File: config.mk
export PLATFORM = sky130hd
export DESIGN_NAME = sram_frame_reader_flat
export DESIGN_NICKNAME = d
export VERILOG_FILES = /design/src/rtl/frame_pkg.sv /design/src/rtl/sram_frame_reader_if.sv /design/src/rtl/sram_read_port.sv /design/src/rtl/sram_frame_reader.sv /design/src/flat_wrapper.sv
export SDC_FILE = /design/constraint.sdc
export NUM_CORES = 1
export LEC_CHECK = 0
export CORE_ASPECT_RATIO = 0.5
export CORE_UTILIZATION = 47
export DETAILED_ROUTE_END_ITERATION = 7
export PLACE_DENSITY = 0.76
export SLEW_MARGIN = 20
export SYNTH_ARGS = -nofsm -noshare
export SYNTH_HDL_FRONTEND = slang
export SYNTH_SLANG_ARGS = --single-unit
File: constraint.sdc
create_clock -name clk -period 1.9 [get_ports clk]
set_input_delay 0.57 -clock clk [delete_from_list [all_inputs] [get_ports clk]]
set_output_delay 0.57 -clock clk [all_outputs]
set_load 0.005 [all_outputs]
File: src/rtl/frame_pkg.sv
// frame_pkg
// Shared types and constants for the SRAM frame readback path.
//   state_t           : main readout FSM states
//   SRAM_RW_READ      : level driven on sram_rw (this block only reads)
//   SRAM_START_ACTIVE : asserted level of the active-low sram_start strobe
//   JPEG_MARK_FF/EOI  : the two bytes of the JPEG end-of-image marker
//   is_eoi()          : end-of-image test applied to the final word of a frame

package frame_pkg;

  typedef enum logic [2:0] {
    IDLE,
    REQ,
    WAIT_ACK,
    WAIT_DATA,
    SEND_LO,
    SEND_HI,
    DONE
  } state_t;

  localparam logic       SRAM_RW_READ      = 1'b1;
  localparam logic       SRAM_START_ACTIVE = 1'b0;
  localparam logic [7:0] JPEG_MARK_FF      = 8'hFF;
  localparam logic [7:0] JPEG_MARK_EOI     = 8'hD9;

  // True when the low byte of this word closes the frame: either the marker
  // straddles the previous word's high byte and this low byte, or the word
  // itself holds both marker bytes.
  function automatic logic is_eoi(input logic [15:0] w, input logic [7:0] prev_hi);
    return ((w[7:0] == JPEG_MARK_EOI) && (prev_hi == JPEG_MARK_FF)) ||
           (w == {JPEG_MARK_FF, JPEG_MARK_EOI});
  endfunction

endpackage

File: src/rtl/sram_frame_reader_if.sv
// sram_frame_reader_if
// Bundles the SRAM read port and the outgoing byte stream of the frame reader.
//   master : the frame reader (drives address, strobe, byte stream)
//   slave  : the SRAM controller / byte consumer side
// Signals: sram_addr, sram_rw, sram_start (active low), sram_ready,
//          sram_rd_data, tx_data, tx_valid, tx_ready.

interface sram_frame_reader_if #(
  parameter int ADDR_W = 16
) ();

  logic [ADDR_W-1:0] sram_addr;
  logic              sram_rw;
  logic              sram_start;
  logic              sram_ready;
  logic [15:0]       sram_rd_data;
  logic [7:0]        tx_data;
  logic              tx_valid;
  logic              tx_ready;

  modport master (
    output sram_addr, sram_rw, sram_start, tx_data, tx_valid,
    input  sram_ready, sram_rd_data, tx_ready
  );

  modport slave (
    input  sram_addr, sram_rw, sram_start, tx_data, tx_valid,
    output sram_ready, sram_rd_data, tx_ready
  );

endinterface

File: src/rtl/sram_read_port.sv
// sram_read_port
// Low-level single-word SRAM read helper for the frame reader.
//   clk, reset    : clock, synchronous active-high reset
//   req           : high in the cycle before the main FSM enters REQ; produces
//                   the one-cycle active-low sram_start and clears the timer
//   wait_ack      : main FSM is waiting for sram_ready to drop
//   wait_data     : main FSM is waiting for sram_ready to rise
//   sram_ready    : SRAM controller ready
//   sram_rd_data  : SRAM read data
//   sram_start    : registered active-low request strobe
//   acked         : ready dropped while waiting for the ack
//   rd_done       : ready rose while waiting for data (word latched this edge)
//   timeout       : the current wait phase has run SRAM_TIMEOUT cycles
//   word          : latched read word

module sram_read_port
  import frame_pkg::*;
#(
  parameter int SRAM_TIMEOUT = 255
) (
  input  logic        clk,
  input  logic        reset,
  input  logic        req,
  input  logic        wait_ack,
  input  logic        wait_data,
  input  logic        sram_ready,
  input  logic [15:0] sram_rd_data,
  output logic        sram_start,
  output logic        acked,
  output logic        rd_done,
  output logic        timeout,
  output logic [15:0] word
);

  localparam int TW = (SRAM_TIMEOUT < 2) ? 1 : $clog2(SRAM_TIMEOUT + 1);
  localparam logic [TW-1:0] TMAX = TW'(SRAM_TIMEOUT);
  localparam logic [TW-1:0] TONE = TW'(1);

  logic [TW-1:0] timer;
  logic          stalled;

  assign acked   = wait_ack && !sram_ready;
  assign rd_done = wait_data && sram_ready;
  // A wait phase is stalled while its awaited ready level has not appeared.
  assign stalled = (wait_ack && sram_ready) || (wait_data && !sram_ready);
  assign timeout = stalled && (timer == TMAX);

  // The strobe is registered from the FSM's next state, so it is low exactly
  // while the FSM sits in REQ. The timer restarts for every wait phase.
  always_ff @(posedge clk) begin
    if (reset) begin
      sram_start <= ~SRAM_START_ACTIVE;
      timer      <= '0;
      word       <= '0;
    end else begin
      sram_start <= req ? SRAM_START_ACTIVE : ~SRAM_START_ACTIVE;
      if (req || acked) begin
        timer <= '0;
      end else if (stalled && (timer != TMAX)) begin
        timer <= timer + TONE;
      end
      if (rd_done) begin
        word <= sram_rd_data;
      end
    end
  end

endmodule

File: src/rtl/sram_frame_reader.sv
// sram_frame_reader
// Reads a finished JPEG frame back from SRAM (word addresses 0..stop_addr) and
// streams it out low byte first, trimming the byte after the FFD9 marker.
//   clk, reset  : clock, synchronous active-high reset
//   frame_end   : rising edge starts a readout (ignored while busy)
//   stop_addr   : last word address of the frame, latched at the start edge
//   bus         : SRAM read port and byte stream (master side)
//   busy        : readout in progress
//   done        : one-cycle pulse after the last byte is accepted
//   error       : sticky SRAM timeout flag, cleared by the next start
//   byte_count  : bytes accepted in the current or last frame

module sram_frame_reader
  import frame_pkg::*;
#(
  parameter int ADDR_W       = 16,
  parameter int SRAM_TIMEOUT = 255,
  parameter int TRIM_TAIL    = 1
) (
  input  logic              clk,
  input  logic              reset,
  input  logic              frame_end,
  input  logic [ADDR_W-1:0] stop_addr,
  sram_frame_reader_if.master bus,
  output logic              busy,
  output logic              done,
  output logic              error,
  output logic [ADDR_W:0]   byte_count
);

  localparam logic [ADDR_W-1:0] ADDR_ONE = ADDR_W'(1);
  localparam logic [ADDR_W:0]   BC_ONE   = (ADDR_W + 1)'(1);

  state_t            state_q, state_n;
  logic [ADDR_W-1:0] addr_q, addr_n;
  logic [ADDR_W-1:0] last_q, last_n;
  logic [7:0]        prev_hi_q, prev_hi_n;
  logic [7:0]        tx_data_q, tx_data_n;
  logic              tx_valid_q, tx_valid_n;
  logic              busy_q, busy_n;
  logic              done_q, done_n;
  logic              error_q, error_n;
  logic [ADDR_W:0]   bc_q, bc_n;
  logic              frame_end_q;

  logic              acked, rd_done, timeout;
  logic [15:0]       word;
  logic              sram_start;

  sram_read_port #(
    .SRAM_TIMEOUT(SRAM_TIMEOUT)
  ) u_port (
    .clk          (clk),
    .reset        (reset),
    .req          (state_n == REQ),
    .wait_ack     (state_q == WAIT_ACK),
    .wait_data    (state_q == WAIT_DATA),
    .sram_ready   (bus.sram_ready),
    .sram_rd_data (bus.sram_rd_data),
    .sram_start   (sram_start),
    .acked        (acked),
    .rd_done      (rd_done),
    .timeout      (timeout),
    .word         (word)
  );

  assign bus.sram_addr  = addr_q;
  assign bus.sram_rw    = SRAM_RW_READ;
  assign bus.sram_start = sram_start;
  assign bus.tx_data    = tx_data_q;
  assign bus.tx_valid   = tx_valid_q;
  assign busy           = busy_q;
  assign done           = done_q;
  assign error          = error_q;
  assign byte_count     = bc_q;

  // State and output registers. frame_end is tracked every cycle so a level
  // held high, or an edge seen while busy, never starts a second readout.
  always_ff @(posedge clk) begin
    if (reset) begin
      state_q     <= IDLE;
      addr_q      <= '0;
      last_q      <= '0;
      prev_hi_q   <= '0;
      tx_data_q   <= '0;
      tx_valid_q  <= 1'b0;
      busy_q      <= 1'b0;
      done_q      <= 1'b0;
      error_q     <= 1'b0;
      bc_q        <= '0;
      frame_end_q <= 1'b0;
    end else begin
      state_q     <= state_n;
      addr_q      <= addr_n;
      last_q      <= last_n;
      prev_hi_q   <= prev_hi_n;
      tx_data_q   <= tx_data_n;
      tx_valid_q  <= tx_valid_n;
      busy_q      <= busy_n;
      done_q      <= done_n;
      error_q     <= error_n;
      bc_q        <= bc_n;
      frame_end_q <= frame_end;
    end
  end

  // Next-state logic. Every output register is loaded from here, so outputs
  // change one edge after the condition that causes them. The last-address
  // compare precedes the increment, so an all-ones stop address never wraps.
  always_comb begin
    state_n    = state_q;
    addr_n     = addr_q;
    last_n     = last_q;
    prev_hi_n  = prev_hi_q;
    tx_data_n  = tx_data_q;
    tx_valid_n = tx_valid_q;
    busy_n     = busy_q;
    done_n     = 1'b0;
    error_n    = error_q;
    bc_n       = bc_q;

    case (state_q)
      IDLE: begin
        if (frame_end && !frame_end_q) begin
          last_n    = stop_addr;
          addr_n    = '0;
          bc_n      = '0;
          prev_hi_n = '0;
          error_n   = 1'b0;
          busy_n    = 1'b1;
          state_n   = REQ;
        end
      end

      REQ: begin
        state_n = WAIT_ACK;
      end

      WAIT_ACK: begin
        if (acked) begin
          state_n = WAIT_DATA;
        end else if (timeout) begin
          error_n = 1'b1;
          busy_n  = 1'b0;
          state_n = IDLE;
        end
      end

      WAIT_DATA: begin
        if (rd_done) begin
          tx_data_n  = bus.sram_rd_data[7:0];
          tx_valid_n = 1'b1;
          state_n    = SEND_LO;
        end else if (timeout) begin
          error_n = 1'b1;
          busy_n  = 1'b0;
          state_n = IDLE;
        end
      end

      SEND_LO: begin
        if (bus.tx_ready) begin
          bc_n = bc_q + BC_ONE;
          if ((addr_q == last_q) && (TRIM_TAIL != 0) && is_eoi(word, prev_hi_q)) begin
            tx_valid_n = 1'b0;
            done_n     = 1'b1;
            busy_n     = 1'b0;
            state_n    = DONE;
          end else begin
            tx_data_n = word[15:8];
            state_n   = SEND_HI;
          end
        end
      end

      SEND_HI: begin
        if (bus.tx_ready) begin
          bc_n       = bc_q + BC_ONE;
          prev_hi_n  = word[15:8];
          tx_valid_n = 1'b0;
          if (addr_q == last_q) begin
            done_n  = 1'b1;
            busy_n  = 1'b0;
            state_n = DONE;
          end else begin
            addr_n  = addr_q + ADDR_ONE;
            state_n = REQ;
          end
        end
      end

      DONE: begin
        state_n = IDLE;
      end

      default: begin
        state_n = IDLE;
      end
    endcase
  end

endmodule

File: src/flat_wrapper.sv
// flat-port wrapper written by rule: the top's interface ports become plain ports
module sram_frame_reader_flat import frame_pkg::*;
#(
  parameter int ADDR_W       = 16,
  parameter int SRAM_TIMEOUT = 255,
  parameter int TRIM_TAIL    = 1
)
  (clk, reset, frame_end, stop_addr, busy, done, error, byte_count, bus_sram_addr, bus_sram_rw, bus_sram_start, bus_tx_data, bus_tx_valid, bus_sram_ready, bus_sram_rd_data, bus_tx_ready);
  sram_frame_reader_if #(.ADDR_W(ADDR_W)) bus_i ();
  input  logic clk;
  input  logic reset;
  input  logic frame_end;
  input  logic [ADDR_W-1:0] stop_addr;
  output logic busy;
  output logic done;
  output logic error;
  output logic [ADDR_W:0] byte_count;
  output wire logic [$bits(bus_i.sram_addr)-1:0] bus_sram_addr;
  output wire logic [$bits(bus_i.sram_rw)-1:0] bus_sram_rw;
  output wire logic [$bits(bus_i.sram_start)-1:0] bus_sram_start;
  output wire logic [$bits(bus_i.tx_data)-1:0] bus_tx_data;
  output wire logic [$bits(bus_i.tx_valid)-1:0] bus_tx_valid;
  input wire logic [$bits(bus_i.sram_ready)-1:0] bus_sram_ready;
  input wire logic [$bits(bus_i.sram_rd_data)-1:0] bus_sram_rd_data;
  input wire logic [$bits(bus_i.tx_ready)-1:0] bus_tx_ready;
  assign bus_sram_addr = bus_i.sram_addr;
  assign bus_sram_rw = bus_i.sram_rw;
  assign bus_sram_start = bus_i.sram_start;
  assign bus_tx_data = bus_i.tx_data;
  assign bus_tx_valid = bus_i.tx_valid;
  assign bus_i.sram_ready = bus_sram_ready;
  assign bus_i.sram_rd_data = bus_sram_rd_data;
  assign bus_i.tx_ready = bus_tx_ready;
  sram_frame_reader #(.ADDR_W(ADDR_W), .SRAM_TIMEOUT(SRAM_TIMEOUT), .TRIM_TAIL(TRIM_TAIL)) u_core (.clk(clk), .reset(reset), .frame_end(frame_end), .stop_addr(stop_addr), .bus(bus_i), .busy(busy), .done(done), .error(error), .byte_count(byte_count));
endmodule
Word level (Yosys, flattened, before mapping)
Index checks and enable logic that the tools add are counted.
- register bits: 98
- bits in latches: 0
- memory bits (writable): 0
- ROM bits: 0
- input port bits: 37
- output and inout bits: 47
- word-level logic and storage cells: 117
- memories: 0
- $add $sub $neg: 3
- multiply operators: 0
- divide/modulo/power cells: 0
- order comparisons: 0
- equality and inequality tests: 23
- shift operators: 0
- mux-type cells: 46
- bitwise operators: 0
- reductions and logical operators: 31
- operators with widths (operator ; count):
    $mux W16 ; 3
    $mux W8 ; 5
    $mux W17 ; 2
    $pmux W17 S2 ; 1
    $pmux W16 S2 ; 1
    $pmux W8 S2 ; 2
    $eq A8 B8 Y1 const B ; 3
    $mux W3 ; 7
    $mux W1 ; 19
    $pmux W3 S6 ; 1
    $add A17 B1 Y17 const B ; 1
    $add A16 B1 Y16 const B ; 1
    $eq A16 B16 Y1 ; 1
    $eq A16 B16 Y1 const B ; 1
    $ne A2 B2 Y1 const B ; 6
    $reduce_and A4 Y1 ; 3
    $ne A2 B1 Y1 const B ; 5
    $logic_and A1 B1 Y1 ; 9
    $add A8 B1 Y8 const B ; 1
    $ne A8 B8 Y1 const B ; 1
    $reduce_and A8 Y1 ; 1
    $eq A3 B1 Y1 const B ; 2
    $eq A3 B2 Y1 const B ; 2
    $eq A3 B3 Y1 const B ; 2
    14 further kinds ; 23

Longest topological paths before layout
Gate-level depths: netlist of the first run.
- word-level depth: 10
- mapped depth: 8
- depth with buffers taken out: 7

Hierarchy
A second synthesis of the first run with hierarchy kept.
- cell total of the unflattened synthesis: 544
- area total of the unflattened synthesis: 4464.3 um^2
- by module, submodules not included (module ; times used ; cells an instance ; area each (um^2) ; seq. area each (um^2)):
    sram_frame_reader ; 1 ; 424 ; 3474.6 ; 1461.4
    sram_read_port ; 1 ; 120 ; 989.7 ; 500.5

Least setup slack after synthesis of the first run
OpenSTA, ideal clock, no wires.
- path type: input -> register
- start: in frame_end
- end: reg u_core.bc_q[15], in the netlist u_core.byte_count[15]
- library setup time: 0.070 ns
- arrival: 1.856 ns
- required time: 1.830 ns
- setup slack: -0.026 ns
- cell stages on the path: 4
- buffers on the path: 0
- path through: or4b_4 -> a21o_1 -> or4_1 -> a21oi_1
- longest elaborated chain between the ends: 3
- RTL lines (element ; line ; RTL):
    from (decl) ; flat_wrapper.sv:12 ; input logic frame_end;
    $logic_and A1 B1 Y1 ; sram_frame_reader.sv:124 ; if (frame_end && !frame_end_q) begin
    $ne A2 B1 Y1 (no source line) ; -- ;
    $reduce_and A3 Y1 (no source line) ; -- ;
    to (signal assigned) ; sram_frame_reader.sv:102 ; bc_q <= bc_n;
    to (decl) ; sram_frame_reader.sv:43 ; logic [ADDR_W:0] bc_q, bc_n;
No other way between the ends.
A chain may end at the register's enable or synchronous reset.

Worst setup path in the final report of the first run
- start: reg u_core.addr_q[12], in the netlist u_core.bus.sram_addr[12]
- end: out bus_sram_addr[12]
- RTL lines (element ; line ; RTL):
    from (decl) ; sram_frame_reader.sv:35 ; logic [ADDR_W-1:0] addr_q, addr_n;
    from (signal assigned) ; sram_frame_reader.sv:94 ; addr_q <= addr_n;
    to (decl) ; flat_wrapper.sv:18 ; output wire logic [$bits(bus_i.sram_addr)-1:0] bus_sram_addr;
No word-level cell between the ends.

==> reports/results.tsv, run 1 <==
stage	metric	value	unit
yosys	largest cells by area after synthesis	dfxtp_1 45%, nand2_1 8.4%, xor2_1 6.4%	
global_route	first-pass GRT wire length	18.9	mm
global_route	largest net degree at the start of global routing	41	
yosys	Yosys top cell by area	dfxtp_1	
floorplanning	I/O pins	84	
floorplanning	FP Rows	24	
route	wirelength, routed	11.5	mm
min_path	Worst Hold Launch	u_core.u_port.word[5]	
yosys	adder-cell share of the synthesized area	0.863	%
critical_path	critical path class	flip-flop to output port	
yosys	post-synthesis sequential area ratio	45.1	%
clocking	clock latency on the worst-skew pair	0.35	ns
clocking	CTS tree	yes	
route	Iteration-0 DRC Markers	263	
clocking	clock slew at reported path FFs	0.06	ns
sta	Slew HR	62.6	%
critical_path	Data arrival, critical path	1.29	ns
yosys	number of synthesized flops with an enable pin	0	
global_route	initial antenna violation count	0	
route	vias	4161	
global_route	vias in the first global route	3888	
min_path	HP Class	flip-flop to flip-flop	
yosys	Post-Synthesis Cell Area	4350	µm²
clocking	H-tree depth	3	
layout	share of layout cells above drive strength 1	21.7	%
yosys	Yosys reg bits	98	
sta	Min Hold Slack	0.454	ns
floorplanning	Horiz. Die Dim	138	µm
critical_path	reg2reg start	u_core.bus.sram_addr[0]	
critical_path	FF-to-FF path depth	7	
yosys	largest family of logic cells by synthesized area	simple AND/OR/NAND/NOR gates	
critical_path	Worst Setup SP	u_core.bus.sram_addr[12]	
flow_run	max_cap viols	0	
run_status	failing checks	DRC	
floorplanning	Core ar.	8860	µm²
route	remaining routing DRC violations	8	
power_and_ir_drop	total power	4570	µW
sta	max-slew violation count	0	
floorplanning	initial core utilization	49.1	%
layout	antenna cells	0	
yosys	Post-Syn Instances	520	
yosys	syn_area_per_cell	8.37	µm²
clocking	cts hold-fix bufs	0	
sta	fin crit share	97.7	%
yosys	syn_nets	560	
layout	P&R area growth vs syn	44.7	%
place	Port-buffer cells	82	
power_and_ir_drop	Leak	0.00259	µW
route	wire length per cell	15.0	µm
sta	endpoints failing hold	0	
clocking	cts bufs inserted	9	
place	Detailed Place HPWL	7.92	mm
yosys	synth unique cells	49	
run_status	outcome	finished with violations	
global_route	remaining global-route overflow	0	
yosys	XOR/XNOR Fraction of Synth Area	8.25	%
sta	Setup Skew	0.00521	ns
layout	most frequent cells in the layout	94 x nand2_1, 71 x dfxtp_1, 62 x clkdlybuf4s50_1, 54 x a21oi_1, 54 x buf_4	
clocking	CTS Sinks	98	
critical_path	CP Max Fanout	4	
power_and_ir_drop	P per Cell Area	726	nW/µm²
route	drt first pass iters	7	
critical_path	Critical Path End Type	output port	
sta	slew of the pin with the lowest slew margin	0.561	ns
route	vias per cell	5.40	
sta	Final setup violation count	0	
sta	Max Fclk	539	MHz
yosys	ys flop type	dfxtp_1	
yosys	post-synth top area share	45.1	%
place	routability cong.	0.832	
clocking	clock root cell	clkbuf_16	
floorplanning	Die H	70.0	µm
yosys	Synth Area in Simple Gates	26.6	%
route	ANT nets after route	0	
layout	# fillers	665	
clocking	clk buf depth	2	
yosys	asr flop ratio synth	0	%
floorplanning	die area	9670	µm²
sta	Tmin final	1.86	ns
layout	commonest non-fill, non-tap cell in the layout	nand2_1	
critical_path	Worst setup SP type	flip-flop	
global_route	Tot GR Track Use	24.8	%
power_and_ir_drop	maximum VDD drop	0.516	mV
yosys	Compound-Gate Fraction of Synth Area	13.2	%
min_path	hold depth	2	
layout	Final #Nets	688	
yosys	mux cell area share after synthesis	2.30	%
yosys	Yosys warnings	0	
critical_path	worst path required time	1.33	ns
[area by class of cell]
cell class              instances  area [µm²]  area share [%]
well taps                     117         146            2.32
repair buffers                147        1390            22.1
multi-input cells             390        2440            38.7
clock buffers                  12         256            4.07
inverters                       2        7.51           0.119
flip-flops and latches         98        2010            31.9
clock inverters                 4        50.0           0.795
[flip-flops by register name (all words and copies together), names as in the netlist]
register / count
u_core.u_port.sram_start: 1
u_core.bus.sram_addr: 16
u_core.error: 1
u_core.byte_count: 17
u_core.state_q: 3
u_core.u_port.word: 16
u_core.done: 1
u_core.bus.tx_data: 8
u_core.bus.tx_valid: 1
u_core.frame_end_q: 1
u_core.busy: 1
u_core.last_q: 16
u_core.prev_hi_q: 8
u_core.u_port.timer: 8
[what timing repair did]
action | CTS | global route
cloned | 1 | 0
setup endpoints to repair | 87 | 32
resized for setup | 50 | 42
pin swaps | 16 | 11
setup buffers | 2 | 0
[logic make-up after synthesis]
kind of cell,after synthesis
simple gates,239
flops,98
compound gates,96
xor+xnor,41
buf+inv,32
mux,10
fa+ha+maj,3
other cells,1
[Yosys cell counts, drive strengths merged, types with 2 or more instances]
library cell	n
nand3	26
nor3	5
and2	4
nand2	97
dfxtp	98
o21ai	12
nand4	11
nor2b	2
a221oi	2
ha	3
and3	9
a211oi	9
xnor2	9
buf	10
nor4	5
mux2i	10
or3	5
clkbuf	20
nor2	50
nand2b	5
xor2	32
inv	2
and4	7
a22oi	2
a21o	2
o211ai	7
a21oi	56
or4	6
a31oi	2
[through the flow]
| step | cell area [µm²] | cells | TNS, ns | setup WS (ns) | util (%) |
|---|---|---|---|---|---|
| global placement | 5690 | 752 | -32.47 | -0.534 | 64.2 |
| global route | 6300 | 770 | -0.000420 | -0.000420 | 71.1 |
| floorplan | 4350 | 520 | 0 | 0.00181 | - |
| CTS | 6150 | 771 | 0 | 0.000856 | 69.4 |
| detailed placement | 5690 | 752 | -34.88 | -0.580 | 64.2 |
| finish | 6300 | 770 | 0 | 0.0444 | 71.1 |
[path summary, 6_finish.rpt]
path / end / slack (ns)
worst max-delay path: bus_sram_addr[12] / 0.04
worst min-delay path: u_core.u_port.word[5] / 0.45
worst max register to register: u_core.bus.sram_addr[14] / 0.07
worst min register to register: u_core.u_port.word[5] / 0.45
[layer usage]
| metal | up-vias | global-route usage, % | part of all wire, % |
|---|---|---|---|
| met5 | - | 0 | 0 |
| met4 | 0 | 7.99 | 1.2 |
| met3 | 11 | 6.38 | 6.2 |
| met2 | 146 | 40.4 | 47 |
| met1 | 1956 | 32.2 | 46 |
| li1 | 2048 | - | - |
[power by group]
group          leakage [µW]  total, µW  switching [µW]  internal [µW]
combinational       0.00164        569             278            291
clock              0.000145       1870             775           1090
sequential         0.000807       2140            43.8           2100
total               0.00259       4570            1100           3480
[worst max-delay path: stages (launching register included)]
cell	delay [ns]
dfxtp_2	0.34
buf_4	0.11
clkdlybuf4s50_1	0.49
No activity file was read; power rests on OpenSTA's default activity.
==> run 2: changes to the inputs <==
- CORE_UTILIZATION: 47 -> 35
- PLACE_DENSITY: 0.76 -> 0.7
==> run 2 against run 1 <==
Net effect: first-iteration DRC count fell by 30%; cell area hardly changed; critical path depth did not move; critical endpoint is now byte_count[6]; via count decreased by 3.0%; core utilization decreased by 18 points; count of clock-buffer cells in the layout shrank 3; the flow now finishes without violations; combinational power is essentially flat; non-clock buffer count is 3 higher.
==> reports/results.tsv, run 2 (synthesis results as in run 1) <==
stage	metric	value	unit	change
critical_path	worst-path cell chain	buf_4, clkdlybuf4s50_1		
critical_path	R2R Setup Slk	0.08	ns	about the same
layout	Finished Cell Area	6300	µm²	about the same
place	routability cong.	0.816		-1.8%
clocking	clock slew at reported path FFs	0.07	ns	about the same
layout	register area	1990	µm²	-0.87%
layout	Final Util	52.7	%	-18 points
sta	Final setup violation count	0		unchanged
layout	most frequent cells in the layout	95 x nand2_1, 75 x dfxtp_1, 64 x clkdlybuf4s50_1, 57 x buf_4, 55 x a21oi_1		
route	vias	4036		-3.0%
power_and_ir_drop	power share of the combinational group	12.3	%	about the same
place	dpl ws	-0.564	ns	+0.0159 ns
run_status	outcome	finished, final reports clean		
sta	Slew HR	60.3	%	-2.3 points
power_and_ir_drop	part of the power in registers	45.9	%	-0.9 points
layout	P&R area growth vs syn	44.8	%	about the same
route	wire length per cell	13.4	µm	-11%
critical_path	Worst R2R End	u_core.bus.sram_addr[12]		
sta	RSZ-0062 raised after global routing	true		
critical_path	CP delay by family, top	buffers and inverters		
global_route	initial antenna violation count	0		unchanged
place	Port-buffer cells	82		unchanged
route	remaining routing DRC violations	0		-8
critical_path	Critical Path End Type	output port		
critical_path	Data arrival, critical path	1.29	ns	about the same
global_route	vias in the first global route	3819		-1.8%
layout	# fillers	1085		+63%
place	post-place instance area	5810	µm²	+2.1%
power_and_ir_drop	Leak	0.00260	µW	+0.31%
floorplanning	Die H	80.8	µm	+15%
clocking	clock root cell	clkbuf_16		
critical_path	CP Max Fanout	5		+1
clocking	H-tree depth	3		unchanged
critical_path	reg2reg start	u_core.last_q[0]		
sta	fin crit share	98.0	%	+0.37 points
power_and_ir_drop	maximum VDD drop	0.368	mV	-29%
floorplanning	Horiz. Die Dim	160	µm	+16%
critical_path	critical path class	flip-flop to output port		
critical_path	critical path's largest stage delay	0.49	ns	about the same
place	Detailed Place HPWL	8.12	mm	+2.5%
critical_path	Worst setup SP type	flip-flop		
global_route	first-pass GRT wire length	18.1	mm	-4.5%
layout	antenna cells	0		unchanged
floorplanning	initial core utilization	36.4	%	-13 points
min_path	HP Class	flip-flop to flip-flop		
layout	Final #Nets	691		+0.44%
clocking	CTS tree	yes		
clocking	clock latency on the worst-skew pair	0.35	ns	about the same
clocking	CTS Sinks	98		unchanged
clocking	cts bufs inserted	9		unchanged
floorplanning	I/O pins	84		unchanged
floorplanning	FP Rows	28		+17%
sta	slew of the pin with the lowest slew margin	0.595	ns	+0.0341 ns
power_and_ir_drop	total power	4650	µW	+1.7%
sta	Setup Skew	0.00852	ns	+0.00331 ns
sta	worst setup margin	0.0373	ns	-0.00706 ns
floorplanning	die area	12900	µm²	+33%
critical_path	Crit-path slowest cell	clkdlybuf4s50_1		
route	ANT nets after route	0		unchanged
critical_path	Worst Path Buf+Inv	2		unchanged
critical_path	FF-to-FF path depth	7		unchanged
layout	share of layout cells above drive strength 1	20.0	%	-1.7 points
min_path	hold depth	2		unchanged
power_and_ir_drop	Clock Power Share	41.8	%	+1.0 points
floorplanning	Core ar.	11900	µm²	+35%
layout	max reg flops	17		unchanged
power_and_ir_drop	P per Cell Area	738	nW/µm²	+1.6%
flow_run	max_cap viols	0		unchanged
route	wirelength, routed	11.0	mm	-4.8%
power_and_ir_drop	Switching Fraction	23.7	%	-0.25 points
sta	Max Fclk	537	MHz	-0.38%
global_route	Tot GR Track Use	17.5	%	-7.2 points
critical_path	worst path required time	1.33	ns	about the same
sta	endpoints failing hold	0		unchanged
min_path	Worst Hold End	u_core.u_port.word[7]		
sta	Tmin final	1.86	ns	+0.00706 ns
route	Iteration-0 DRC Markers	184		-30%
layout	commonest non-fill, non-tap cell in the layout	nand2_1		
power_and_ir_drop	Sw Pwr	1100	µW	+0.62%
route	vias per cell	4.92		-8.9%
clocking	clk buf depth	2		unchanged
global_route	largest net degree at the start of global routing	35		-15%
global_route	remaining global-route overflow	0		unchanged
layout	footprint of the multi-input gates	2330	µm²	-4.2%
sta	max-slew violation count	0		unchanged
min_path	Worst Hold Launch	u_core.u_port.word[7]		
sta	Min Hold Slack	0.450	ns	-0.00389 ns
power_and_ir_drop	Pint	3550	µW	+2.0%
route	drt first pass iters	4		-3
clocking	cts hold-fix bufs	0		unchanged
## run 2: cell count changes in the layout (fill, tap and decap cells not counted), moves of 3 or more
cell,delta
dfxtp_1,+4
buf_12,+3
buf_4,+3
xor2_1,+4
dlygate4sd2_1,-4
buf_6,-3
dfxtp_4,-5
## run 2: worst max path at each step
stage,start,end,slack [ns],cells after the start
floorplan,frame_end,u_core.prev_hi_q[0],0.002,6
global placement,frame_end,u_core.bus.sram_addr[0],-0.52,7
detailed placement,frame_end,u_core.byte_count[16],-0.56,7
CTS,u_core.last_q[2],u_core.bus.sram_addr[12],-0.004,7
global route,u_core.bus.sram_addr[11],u_core.bus.sram_addr[6],-0.06,7
finish,u_core.byte_count[6],byte_count[6],0.04,2
## run 2: final cells by class
cell class | instances | share of cell area, %
repair buffers | 150 | 22.9
clock inverters | 6 | 1.45
clock buffers | 9 | 3.57
well taps | 165 | 3.28
flip-flops and latches | 98 | 31.6
inverters | 2 | 0.119
multi-input cells | 390 | 37.1
## run 2: worst register-to-register path, cell delays in order (launching register included)
cell       delay [ns]
dfxtp_2          0.33
xor2_2           0.24
nor4_2           0.10
and4_4           0.24
nand4bb_1        0.19
buf_6            0.16
or3_1            0.35
a21oi_1          0.15
## run 2: what timing repair did
item	4_1_cts	5_1_grt
endpoints found under the setup margin	93	43
pin swaps	2	8
gates cloned	0	0
setup buffers	0	2
resized for setup	29	35
## run 2: through the flow
stage / setup TNS, ns / instances
after floorplan: 0 / 520
after global placement: -33.35 / 803
after detailed placement: -35.17 / 803
after CTS: -0.00351 / 818
after global routing: -0.225 / 820
final: 0 / 820
## run 2: power groups by stage
stage                     sequential [µW]  clock [µW]  combinational [µW]
final                                2140        1940                 570
after detailed placement             2180           0                 538
after floorplan                      2170           0                 262
after global placement               2180           0                 531
after CTS                            2130        1980                 550
after global routing                 2140        2070                 619
## run 2: routing by layer
metal	routed length (µm)	track usage (%)	vias to the layer above
met2	5140	29.4	82
li1	-	-	2059
met5	0	0	-
met1	5250	22.9	1886
met4	109	5.00	0
met3	493	3.78	9
==> edit 1 (settings of run 1) <==
`SRAM_TIMEOUT` is set to 255 in 3 places; all go to 510.
--- a/src/rtl/sram_read_port.sv
+++ b/src/rtl/sram_read_port.sv
@@ -16,7 +16,7 @@
 module sram_read_port
   import frame_pkg::*;
 #(
-  parameter int SRAM_TIMEOUT = 255
+  parameter int SRAM_TIMEOUT = 510
 ) (
   input  logic        clk,
   input  logic        reset,
--- a/src/rtl/sram_frame_reader.sv
+++ b/src/rtl/sram_frame_reader.sv
@@ -14,7 +14,7 @@
   import frame_pkg::*;
 #(
   parameter int ADDR_W       = 16,
-  parameter int SRAM_TIMEOUT = 255,
+  parameter int SRAM_TIMEOUT = 510,
   parameter int TRIM_TAIL    = 1
 ) (
   input  logic              clk,
--- a/src/flat_wrapper.sv
+++ b/src/flat_wrapper.sv
@@ -2,7 +2,7 @@
 module sram_frame_reader_flat import frame_pkg::*;
 #(
   parameter int ADDR_W       = 16,
-  parameter int SRAM_TIMEOUT = 255,
+  parameter int SRAM_TIMEOUT = 510,
   parameter int TRIM_TAIL    = 1
 )
   (clk, reset, frame_end, stop_addr, busy, done, error, byte_count, bus_sram_addr, bus_sram_rw, bus_sram_start, bus_tx_data, bus_tx_valid, bus_sram_ready, bus_sram_rd_data, bus_tx_ready);
Check against the original RTL: no difference found for any inputs over 10 cycles, from zero or initial values and one cycle with reset high; that may be too few to reach the edited logic, so the function may still have changed.
==> edit 1 against run 1 <==
  * The flow finishes with violations (negative setup slack)
  * Register-to-register slack worse by 140 ps
  * Hold slack got worse by 8.2 ps
  * Fmax is 5.7% lower
  * Worst setup slack got worse by 110 ps
  * Routed wire length rose by 10%
  * Power grew 6.5%
  * Combinational power up 7.0%
  * Synthesized area grew 8.6%
  * Design area rose by 8.4%
  * Sequential cell count up 1
  * Clock power grew 13%
  * Via count rose by 8.2%
==> edit 1: results (changes against run 1) <==
status:
  status: "complete, but fails checks"
  violations_in_the_final_reports: "negative setup slack"
global_routing:
  use_met1_pct: 34.0  # +1.8 points
  grt_usage_pct: 25.0  # +0.22 points
  first_global_vias: 4165  # +7.1%
  largest_net_degree_at_the_start_of_global_routing: 48  # +17%
  grtUsageMet2_pct: 40.4  # about the same
  grt_util_met3_pct: 5.18  # -1.2 points
  grt_first_pass_wirelength_um: 20300  # +7.6%
routing:
  detail_route.wl_per_cell_um: 15.3  # +1.9%
  detail_route.iter0.violations: 279  # +6.1%
  dr_wl_met3_um: 734  # +2.4%
  routed-wl-met2_um: 5980  # +10%
  met1_length_um: 5900  # +12%
  first_pass_iters: 5  # -2
  vias: 4501  # +8.2%
final_layout:
  num-nonclk-inverters: 10  # +8
  n_all_buffers: 154  # +4.8%
  multiInputGateArea_um2: 2780  # +14%
  num-fill-cells: 731  # +9.9%
  drive_above_1_share_pct: 23.9  # +2.1 points
  sh_seq_area_pct: 29.6  # -2.3 points
  layout.nets: 735  # +6.8%
  proportion_of_final_cell_area_spent_on_non_clock_buffers_pct: 21.6  # -0.53 points
synthesis:
  avgSynthCellArea_um2: 8.47  # +1.2%
  synth.net_count: 599  # +7.0%
  synthXorXnorAreaFrac_pct: 7.23  # -1.0 points
  area_fraction_in_compound_gates_after_synthesis_pct: 13.6  # +0.47 points
  synth.lib_cells_used.distinct: 60  # +22%
  synth_adder_area_share_pct: 1.06  # +0.20 points
  muxShareOfSynthArea_pct: 5.08  # +2.8 points
  post_synth_most_frequent_cells: "nand2_1, dfxtp_1, a21oi_1"
power_and_ir_drop:
  p_leak_uw: 0.00274  # +5.9%
  totalPowerFinal_uw: 4870  # +6.5%
  p_per_area_nw_per_um2: 714  # -1.8%
  pwr-share-seq_pct: 44.0  # -2.8 points
  irDropWorstVdd_mv: 0.404  # -22%
placed_design:
  placer_s_final_routability_congestion_estimate: 0.876  # +5.4%
  pre_cts_slack_ps: -644  # -64.0 ps
  postPlaceCellArea_um2: 6240  # +9.7%
  hpwlAfterDp_um: 8830  # +11%
sta:
  timing.final.ws_setup_ps: -68.6  # -113 ps
  timing.final.setup_violations: 9  # +9
  setup_tns_ps: -492  # -492 ps
  fin_skew_ps: 9.41  # +4.20 ps
worst_setup_path:
  timing.critical_path.max_delay_family: "simple AND/OR/NAND/NOR gates"
  cp.arrival_ps: 2200  # +910 ps
  timing.critical_path.slowest_cell_delay_ps: 350  # -140 ps
  ff2ff_path_depth: 6  # -1
floorplanning:
  floorplan.core_area_um2: 9600  # +8.4%
[edit 1: path summary, 6_finish.rpt]
kind / startpoint / endpoint
setup / recovery: u_core.last_q[7]$_SDFFE_PP0P_ / u_core.bus.tx_data[4]$_SDFFE_PP0P_
setup reg to reg: u_core.last_q[7]$_SDFFE_PP0P_ / u_core.bus.tx_data[4]$_SDFFE_PP0P_
hold / removal: u_core.error$_SDFFE_PP0P_ / u_core.error$_SDFFE_PP0P_
hold reg to reg: u_core.error$_SDFFE_PP0P_ / u_core.error$_SDFFE_PP0P_
[edit 1: cell families after synthesis]
group / count (synthesis)
AND/OR/NAND/NOR: 254
adder cells (fa/ha/maj): 4
multiplexers: 20
AO/OA/AOI/OAI: 102
flip-flops: 99
XOR/XNOR: 39
buffers and inverters: 39
other: 1
[edit 1: repair_timing]
action                     in CTS  in global routing
gates resized for setup        33                 37
pin swaps                       7                 10
setup endpoints to repair      89                 54
buffers inserted                2                  1
==> edit 2 (settings of run 1) <==
Without the edit above. Encoding of `state_t`: now one-hot (7 bits for 7 states).
--- a/src/rtl/frame_pkg.sv
+++ b/src/rtl/frame_pkg.sv
@@ -8,14 +8,14 @@
 
 package frame_pkg;
 
-  typedef enum logic [2:0] {
-    IDLE,
-    REQ,
-    WAIT_ACK,
-    WAIT_DATA,
-    SEND_LO,
-    SEND_HI,
-    DONE
+  typedef enum logic [6:0] {
+    IDLE      = 7'b0000001,
+    REQ       = 7'b0000010,
+    WAIT_ACK  = 7'b0000100,
+    WAIT_DATA = 7'b0001000,
+    SEND_LO   = 7'b0010000,
+    SEND_HI   = 7'b0100000,
+    DONE      = 7'b1000000
   } state_t;
 
   localparam logic       SRAM_RW_READ      = 1'b1;
Behaviour: no difference found for any inputs over 10 cycles, from zero or initial values and one cycle with reset high; not proved beyond that.
==> edit 2 against run 1 <==
  * The run ends with negative setup slack left
  * Non-clock buffer count grew 27
  * Utilization is 0.89 points higher
  * Routed wire length up 15%
  * Sequential cell count rose by 4
  * Synthesized area rose by 8.6%
  * Design area is 9.8% higher
  * Clock power down 9%
  * Worst setup slack worse by 200 ps
  * Synthesized cell count is 7.7% higher
  * Global-route usage is 1.3 points higher
  * Sequential power rose by 6%
  * Power rose by 10%
  * Highest routed layer unchanged
==> edit 2: results (changes against run 1) <==
placed_design:
  dp_cells: 819  # +8.9%
  hpwlAfterDp_um: 8710  # +9.9%
  postPlaceCellArea_um2: 6210  # +9.2%
  pre_cts_slack_ps: -778  # -198 ps
worst_setup_path:
  worst_r2r_startpoint: "u_core.state_q[5]$_SDFF_PP0_"
  timing.critical_path.max_delay_family: "simple AND/OR/NAND/NOR gates"
  worstSetupEndpoint: "u_core.bus.sram_addr[14]$_SDFFE_PP0P_"
  ff2ff_path_depth: 8  # +1
  timing.critical_path.slowest_cell_delay_ps: 510  # +20 ps
  cp.arrival_ps: 2340  # +1050 ps
  timing.critical_path.from: "u_core.state_q[5]$_SDFF_PP0_"
final_layout:
  layout.nets: 754  # +9.6%
  drive_above_1_share_pct: 25.9  # +4.2 points
clock_tree:
  cts.repair.resized: 59  # +18%
  cts_post_setup_buffers_inserted: 15  # +13
routing:
  routed-wl-met2_um: 6360  # +17%
  detail_route.wl_per_cell_um: 15.6  # +4.1%
  routed_via_density: 5.47  # +1.2%
  first_pass_iters: 4  # -3
  met1_length_um: 6140  # +17%
  totalWireLength_um: 13300  # +15%
synthesis:
  synth.net_count: 600  # +7.1%
  synth.yosys.seq_area_share_pct: 43.2  # -1.9 points
  muxShareOfSynthArea_pct: 2.12  # -0.18 points
  avgSynthCellArea_um2: 8.44  # +0.84%
  area_fraction_in_compound_gates_after_synthesis_pct: 14.1  # +0.89 points
  synth.lib_cells_used.distinct: 53  # +8.2%
  synth_adder_area_share_pct: 0.794  # -0.068 points
  post_synth_most_frequent_cells: "dfxtp_1, nand2_1, a21oi_1"
  synthXorXnorAreaFrac_pct: 7.23  # -1.0 points
  netlist_top_cells_area: "dfxtp_1, nand2_1, xor2_1, a21oi_1, nor2_1"
global_routing:
  grt_first_pass_wirelength_um: 21200  # +12%
  grt_usage_pct: 26.0  # +1.3 points
  grt_util_met3_pct: 5.05  # -1.3 points
sta:
  fin_skew_ps: 7.52  # +2.30 ps
  timing.final.setup_violations: 43  # +43
  timing.final.ws_setup_ps: -159  # -203 ps
status:
  violations_in_the_final_reports: "negative setup slack"
  status: "complete, but fails checks"
power_and_ir_drop:
  irDropWorstVdd_mv: 0.554  # +7.4%
  p_leak_uw: 0.00286  # +11%
floorplanning:
  floorplan.core_area_um2: 9600  # +8.4%
==> edit 2: layout make-up <==
class,instances,area [um^2],area share [%]
multi-input cells,423,2750,39.8
flip-flops and latches,102,2090,30.2
repair buffers,174,1620,23.5
clock buffers,11,243,3.51
well taps,135,169,2.44
clock inverters,3,21.3,0.308
inverters,4,15.0,0.217
==> edit 2: how the worst min path moves through the flow <==
stage                                  startpoint                                 end  slack [ps]  depth (start not counted)
2_1_floorplan  u_core.u_port.word[7]$_SDFFE_PP0P_  u_core.u_port.word[7]$_SDFFE_PP0P_         430                          2
3_3_place_gp   u_core.u_port.word[6]$_SDFFE_PP0P_  u_core.u_port.word[6]$_SDFFE_PP0P_         440                          2
3_5_place_dp   u_core.u_port.word[2]$_SDFFE_PP0P_  u_core.u_port.word[2]$_SDFFE_PP0P_         450                          2
4_1_cts        u_core.u_port.word[6]$_SDFFE_PP0P_  u_core.u_port.word[6]$_SDFFE_PP0P_         460                          2
5_1_grt        u_core.u_port.word[0]$_SDFFE_PP0P_  u_core.u_port.word[0]$_SDFFE_PP0P_         480                          2
6_report       u_core.u_port.word[6]$_SDFFE_PP0P_  u_core.u_port.word[6]$_SDFFE_PP0P_         460                          2
==> edit 2: power by group <==
part | internal (uW) | leakage (uW) | switching, uW | total (uW)
sequential | 2200 | 0.000837 | 56.8 | 2260
clock | 913 | 0.000128 | 793 | 1710
combinational | 527 | 0.00190 | 552 | 1080
total | 3640 | 0.00286 | 1400 | 5040
==> edit 2: logic make-up after synthesis <==
logic type | count (synthesis)
fa+ha+maj | 3
flops | 102
compound gates | 104
simple gates | 266
xor+xnor | 39
buf+inv | 35
other cells | 1
mux | 10
